==> src/rtl/dvi_in_irq_if.sv <==
// Register-file side bundle for the DVI input interrupt controller:
// control strobes/masks in, latched status and counters out.
interface dvi_in_irq_if #(
  parameter int NumSrc   = 4,
  parameter int CntWidth = 8
);
  logic [2*NumSrc-1:0]        mode_i;
  logic [NumSrc-1:0]          enable_i;
  logic [NumSrc-1:0]          clear_i;
  logic [NumSrc-1:0]          test_set_i;
  logic [NumSrc-1:0]          cnt_clear_i;
  logic [NumSrc-1:0]          pending_o;
  logic [NumSrc-1:0]          overflow_o;
  logic [NumSrc-1:0]          irq_o;
  logic                       irq_any_o;
  logic [NumSrc*CntWidth-1:0] count_o;

  // Register file: drives controls, reads status
  modport master (
    output mode_i, enable_i, clear_i, test_set_i, cnt_clear_i,
    input  pending_o, overflow_o, irq_o, irq_any_o, count_o
  );

  // Interrupt controller: consumes controls, produces status
  modport slave (
    input  mode_i, enable_i, clear_i, test_set_i, cnt_clear_i,
    output pending_o, overflow_o, irq_o, irq_any_o, count_o
  );
endinterface

==> src/rtl/dvi_in_irq_ctrl.sv <==
// Per-source event detector for the DVI input status lines: level/edge
// detection, pending latch, missed-event flag, saturating event counter
// and enable-gated interrupt lines.
module dvi_in_irq_ctrl #(
  parameter int NumSrc   = 4,
  parameter int CntWidth = 8
) (
  input  logic              clk_i,
  input  logic              rst_i,
  input  logic [NumSrc-1:0] src_i,
  dvi_in_irq_if.slave       rf_if
);

  localparam logic [CntWidth-1:0] CntZero = {CntWidth{1'b0}};
  localparam logic [CntWidth-1:0] CntOne  = {{(CntWidth-1){1'b0}}, 1'b1};
  localparam logic [CntWidth-1:0] CntMax  = {CntWidth{1'b1}};

  logic [NumSrc-1:0]               prev_q;
  logic [NumSrc-1:0]               pending_q, pending_d;
  logic [NumSrc-1:0]               overflow_q, overflow_d;
  logic [NumSrc-1:0][CntWidth-1:0] count_q, count_d;

  logic [NumSrc-1:0] rise_s;
  logic [NumSrc-1:0] fall_s;
  logic [NumSrc-1:0] event_s;
  logic [NumSrc-1:0] edge_mode_s;
  logic [NumSrc-1:0] inc_s;

  // Edge terms and per-mode event/increment selection
  always_comb begin
    rise_s      = src_i & ~prev_q;
    fall_s      = ~src_i & prev_q;
    event_s     = '0;
    edge_mode_s = '0;
    inc_s       = '0;
    for (int k = 0; k < NumSrc; k++) begin
      case (rf_if.mode_i[2*k +: 2])
        2'b00: begin
          // Level: pending tracks the high level, but the counter only
          // advances on the rising transition.
          event_s[k]     = src_i[k];
          edge_mode_s[k] = 1'b0;
          inc_s[k]       = rise_s[k];
        end
        2'b01: begin
          event_s[k]     = rise_s[k];
          edge_mode_s[k] = 1'b1;
          inc_s[k]       = rise_s[k];
        end
        2'b10: begin
          event_s[k]     = fall_s[k];
          edge_mode_s[k] = 1'b1;
          inc_s[k]       = fall_s[k];
        end
        2'b11: begin
          event_s[k]     = rise_s[k] | fall_s[k];
          edge_mode_s[k] = 1'b1;
          inc_s[k]       = rise_s[k] | fall_s[k];
        end
        default: begin
          event_s[k]     = src_i[k];
          edge_mode_s[k] = 1'b0;
          inc_s[k]       = rise_s[k];
        end
      endcase
    end
  end

  // Pending/overflow next state: sets beat a same-cycle clear for pending,
  // while clear beats a same-cycle overflow condition
  always_comb begin
    pending_d  = (pending_q & ~rf_if.clear_i) | event_s | rf_if.test_set_i;
    overflow_d = overflow_q;
    for (int k = 0; k < NumSrc; k++) begin
      if (rf_if.clear_i[k]) begin
        overflow_d[k] = 1'b0;
      end else if (event_s[k] && pending_q[k] && edge_mode_s[k]) begin
        overflow_d[k] = 1'b1;
      end else begin
        overflow_d[k] = overflow_q[k];
      end
    end
  end

  // Saturating counter next state; a clear coinciding with an event leaves 1
  always_comb begin
    count_d = count_q;
    for (int k = 0; k < NumSrc; k++) begin
      if (rf_if.cnt_clear_i[k]) begin
        count_d[k] = inc_s[k] ? CntOne : CntZero;
      end else if (inc_s[k] && (count_q[k] != CntMax)) begin
        count_d[k] = count_q[k] + CntOne;
      end else begin
        count_d[k] = count_q[k];
      end
    end
  end

  // State registers; prev follows src during reset so a source already high
  // at release does not look like a rising edge
  always_ff @(posedge clk_i) begin
    if (rst_i) begin
      prev_q     <= src_i;
      pending_q  <= '0;
      overflow_q <= '0;
      count_q    <= '0;
    end else begin
      prev_q     <= src_i;
      pending_q  <= pending_d;
      overflow_q <= overflow_d;
      count_q    <= count_d;
    end
  end

  assign rf_if.pending_o  = pending_q;
  assign rf_if.overflow_o = overflow_q;
  assign rf_if.count_o    = count_q;
  assign rf_if.irq_o      = pending_q & rf_if.enable_i;
  assign rf_if.irq_any_o  = |(pending_q & rf_if.enable_i);

endmodule

==> src/flat_wrapper.sv <==
// flat-port wrapper written by rule: the top's interface ports become plain ports
module dvi_in_irq_ctrl_flat 
#(
  parameter int NumSrc   = 4,
  parameter int CntWidth = 8
)
  (clk_i, rst_i, src_i, rf_if_mode_i, rf_if_enable_i, rf_if_clear_i, rf_if_test_set_i, rf_if_cnt_clear_i, rf_if_pending_o, rf_if_overflow_o, rf_if_irq_o, rf_if_irq_any_o, rf_if_count_o);
  dvi_in_irq_if #(.NumSrc(NumSrc), .CntWidth(CntWidth)) rf_if_i ();
  input  logic clk_i;
  input  logic rst_i;
  input  logic [NumSrc-1:0] src_i;
  input wire logic [$bits(rf_if_i.mode_i)-1:0] rf_if_mode_i;
  input wire logic [$bits(rf_if_i.enable_i)-1:0] rf_if_enable_i;
  input wire logic [$bits(rf_if_i.clear_i)-1:0] rf_if_clear_i;
  input wire logic [$bits(rf_if_i.test_set_i)-1:0] rf_if_test_set_i;
  input wire logic [$bits(rf_if_i.cnt_clear_i)-1:0] rf_if_cnt_clear_i;
  output wire logic [$bits(rf_if_i.pending_o)-1:0] rf_if_pending_o;
  output wire logic [$bits(rf_if_i.overflow_o)-1:0] rf_if_overflow_o;
  output wire logic [$bits(rf_if_i.irq_o)-1:0] rf_if_irq_o;
  output wire logic [$bits(rf_if_i.irq_any_o)-1:0] rf_if_irq_any_o;
  output wire logic [$bits(rf_if_i.count_o)-1:0] rf_if_count_o;
  assign rf_if_i.mode_i = rf_if_mode_i;
  assign rf_if_i.enable_i = rf_if_enable_i;
  assign rf_if_i.clear_i = rf_if_clear_i;
  assign rf_if_i.test_set_i = rf_if_test_set_i;
  assign rf_if_i.cnt_clear_i = rf_if_cnt_clear_i;
  assign rf_if_pending_o = rf_if_i.pending_o;
  assign rf_if_overflow_o = rf_if_i.overflow_o;
  assign rf_if_irq_o = rf_if_i.irq_o;
  assign rf_if_irq_any_o = rf_if_i.irq_any_o;
  assign rf_if_count_o = rf_if_i.count_o;
  dvi_in_irq_ctrl #(.NumSrc(NumSrc), .CntWidth(CntWidth)) u_core (.clk_i(clk_i), .rst_i(rst_i), .src_i(src_i), .rf_if(rf_if_i));
endmodule
==> config.mk <==
export PLATFORM = sky130hd
export DESIGN_NAME = dvi_in_irq_ctrl_flat
export DESIGN_NICKNAME = d
export VERILOG_FILES = /design/src/rtl/dvi_in_irq_if.sv /design/src/rtl/dvi_in_irq_ctrl.sv /design/src/flat_wrapper.sv
export SDC_FILE = /design/constraint.sdc
export NUM_CORES = 1
export LEC_CHECK = 0
export ABC_AREA = 1
export CORE_MARGIN = 2
export CORE_UTILIZATION = 40
export CTS_CLUSTER_SIZE = 20
export DETAILED_ROUTE_END_ITERATION = 7
export PLACE_DENSITY = 0.69
export SLEW_MARGIN = 10
export SYNTH_ARGS = -nofsm -noshare
export SYNTH_HDL_FRONTEND = slang
export SYNTH_SLANG_ARGS = --single-unit
==> constraint.sdc <==
create_clock -name clk_i -period 1.77 [get_ports clk_i]
set_input_delay 0.177 -clock clk_i [delete_from_list [all_inputs] [get_ports clk_i]]
set_output_delay 0.177 -clock clk_i [all_outputs]
set_load 0.005 [all_outputs]
==> results.txt <==
The flow ran to the end, and the final reports show no timing, DRC or antenna violations. The die is 83.63 um wide. The final global-route overflow total is 0. The class of the most critical setup path is flop to output port. In this run the static leakage power is 1.421 nW. The flip-flop and latch count after synthesis came out at 44. The initial detailed-routing violation count is 95. The latest clock arrival within the worst-skew pair is 0.29 ns.

Detailed placement ended at an HPWL of 4.439 mm. The cell area after synthesis is 2536 um2. The critical path goes through nand2_1 > nand4_1 > clkdlybuf4s50_1.

The final weighted congestion in routability-driven placement came out at 0.8421. At the pin with the least slew margin, the transition time is 0.3910 ns. The via count of the first global-routing pass is 2304.

The hold buffer count at cts came out at 0. TritonCTS built the clock tree. The pre-antenna-repair detailed-routing pass consisted of 4 iterations. The CTS sink count came out at 44.

The startpoint class of the critical path is a flop. CTS placed an instance of sky130_fd_sc_hd__clkbuf_8 at the clock tree root. The site row count came out at 29.

After clock tree synthesis, the setup repair step added 0 buffers. The filler cell count in the final layout came out at 638. The post-route core utilization is 57.16%. Summing all multi-input logic gate instances after layout gives 1436 um2. The sequential area share after synthesis is 34.73%.

The CTS clock-pin slew for the worst setup and hold paths is 0.08 ns. The die area is 6993 um2. Gates resized during post-CTS repair numbered 0.

On the critical path, the stage with the largest delay is an instance of sky130_fd_sc_hd__clkdlybuf4s50_1. The via count is 2526. The critical path data arrival time came out at 1.44 ns. The library cells used most frequently in the layout, excluding fill and tap cells, are sky130_fd_sc_hd__nand2_1, sky130_fd_sc_hd__clkdlybuf4s50_1, sky130_fd_sc_hd__inv_1, sky130_fd_sc_hd__nor2_1, sky130_fd_sc_hd__dfxtp_1. The summed area of non-filler cells in the final layout came out at 3567 um2. The initial antenna violation count came to 0. The core area is 6241 um2.

The antenna diode count is 0. The worst slew margin relative to its limit is 73.84%. The total routing usage reported by global routing came out at 16.30%. The areal power density over the cells came out at 605.2 nW/um2. Yosys printed 0 warnings. In the finished design, the share of the clock period the worst path needs comes to 91.23%. The number of buffers created by CTS came out at 5. Dividing the detail-routed wire length by the instance count gives 10.70 um. The class of the worst hold path is input pin to flop. The clock period could shrink to 1.615 ns. The aggregate routed wire length came out at 5.694 mm.

The I/O pin total is 75. The data required time at the worst endpoint is 1.59 ns. The register area is 880.8 um2. The number of endpoints with negative hold slack in the final report is 0. The worst setup path is captured at an output port. In this run the cell area measured after placement is 3468 um2. The count of buffers from port buffering is 74. The largest fanout on the critical path came out at 4.

The post-synth net total came out at 408. Ranked by total cell area, the synthesized netlist is headed by sky130_fd_sc_hd__dfxtp_1, sky130_fd_sc_hd__nand2_1, sky130_fd_sc_hd__inv_1. At the end of the flow, the number of nets in the layout was 498. The first-pass GRT wire length came out at 9.742 mm.

The die is 83.63 um tall. On the final layout, the worst clock skew is 0.007996 ns. The area growth from synthesis to layout came out at 40.65%. In this design, the stage delay of the slowest critical-path cell is 0.50 ns. The library cell used most frequently in the layout, excluding fill and tap cells, is sky130_fd_sc_hd__nand2_1. The number of design rule violations left after detail routing is 0. The H-tree was split into 2 levels. The cell count after synthesis came out at 366. The number of pins with negative max-slew slack in the final report was 0. The maximum vdd drop came out at 325.9 uV. The total power is 2.159 mW. The peak clock frequency supported by timing is 619.3 MHz. The count of cell types in the netlist is 31. The setup-violating endpoint count in the final report came out at 0. The buffer levels on the longest clock path is 2. The remaining antenna violation count came out at 0. The pin count of the biggest net entering global routing came out at 24. Setup repair after global routing left no endpoint under its margin. Once the floorplan was initialized, standard cells occupied 40.64% of the core. The top cell type by area accounts for 34.73% of the synthesized area.

The max-capacitance violation count is 0. The cell accounting for the most synthesized area is sky130_fd_sc_hd__dfxtp_1. The mean instance size in the synthesized netlist came out at 6.929 um2. The layout cell share with drive strength beyond 1 came out at 11.65%.

The per-cell via count in the routed design came out at 4.748.
power breakdown:
group | switching (mW) | internal [mW]
combinational | 0.179 | 0.204
clock | 0.326 | 0.406
sequential | 0.0285 | 1.02
total | 0.533 | 1.63
through the flow:
stage,TNS [ns],instances,hold WS [ns],setup slack (ns)
final,0,532,0.4633,0.1552
after global placement,0,526,0.4979,0.01013
after floorplan,0,366,0.2047,0.4574
after global routing,0,532,0.4614,0.05711
after CTS,0,532,0.4496,0.1241
after detailed placement,-0.09819,526,0.4975,-0.02503
routing by layer:
layer,wire [um],up-vias,global-route usage (%)
met3,169,2,3.363
met4,24,0,3.519
met5,0,-,0
met1,2771,1144,20.81
met2,2728,41,28.36
li1,-,1339,-
critical path, delay by kind of cell (launching register included):
family | cells | cell delay [ns]
DFF | 1 | 0.43
buffers and inverters | 1 | 0.50
and+or+nand+nor | 2 | 0.21
state kept, by name, summed over array words and instances (netlist names):
register and cells:
u_core.rf_if.pending_o 4, u_core.rf_if.count_o 32, u_core.rf_if.overflow_o 4, u_core.prev_q 4
final timing paths:
| path | start | endpoint | slack, ns | cells after the start |
|---|---|---|---|---|
| max | u_core.rf_if.pending_o[0]$_SDFF_PP0_ | rf_if_irq_any_o | 0.16 | 3 |
| max reg2reg | u_core.rf_if.count_o[16]$_SDFFE_PP0P_ | u_core.rf_if.count_o[22]$_SDFFE_PP0P_ | 0.32 | 8 |
| min | rf_if_clear_i[1] | u_core.rf_if.overflow_o[1]$_SDFFE_PP0P_ | 0.46 | 2 |
| min reg2reg | u_core.rf_if.count_o[1]$_SDFFE_PP0P_ | u_core.rf_if.count_o[1]$_SDFFE_PP0P_ | 0.51 | 2 |
cell type report:
type / instances / area share (%)
Multi-Input combinational cell: 266 / 40.27
Sequential cell: 44 / 24.69
Timing Repair Buffer: 86 / 23.99
Inverter: 53 / 5.577
Tap cell: 77 / 2.701
Clock buffer: 5 / 1.929
Clock inverter: 1 / 0.8418
Yosys cell counts (all sizes together):
library cell	number
a21oi	23
a31oi	8
buf	2
clkbuf	1
dfxtp	44
ha	12
inv	53
nand2	93
nand3	35
nand4	1
nor2	57
nor3	7
nor3b	1
o211a	1
o21ai	12
o21bai	4
or2	3
xnor2	3
xor2	6
kinds of logic (layout without fill, tap and decap cells):
family / after synthesis / after routing / share of synthesized area, %
DFF: 44 / 44 / 34.73
and+or+nand+nor: 197 / 197 / 36.70
buffers and inverters: 56 / 145 / 8.633
adders and majority gates: 12 / 12 / 5.920
AOI/OAI and AO/OA: 48 / 48 / 10.90
xor gates and xnor gates: 9 / 9 / 3.108
(Power assumes the default switching activity.)
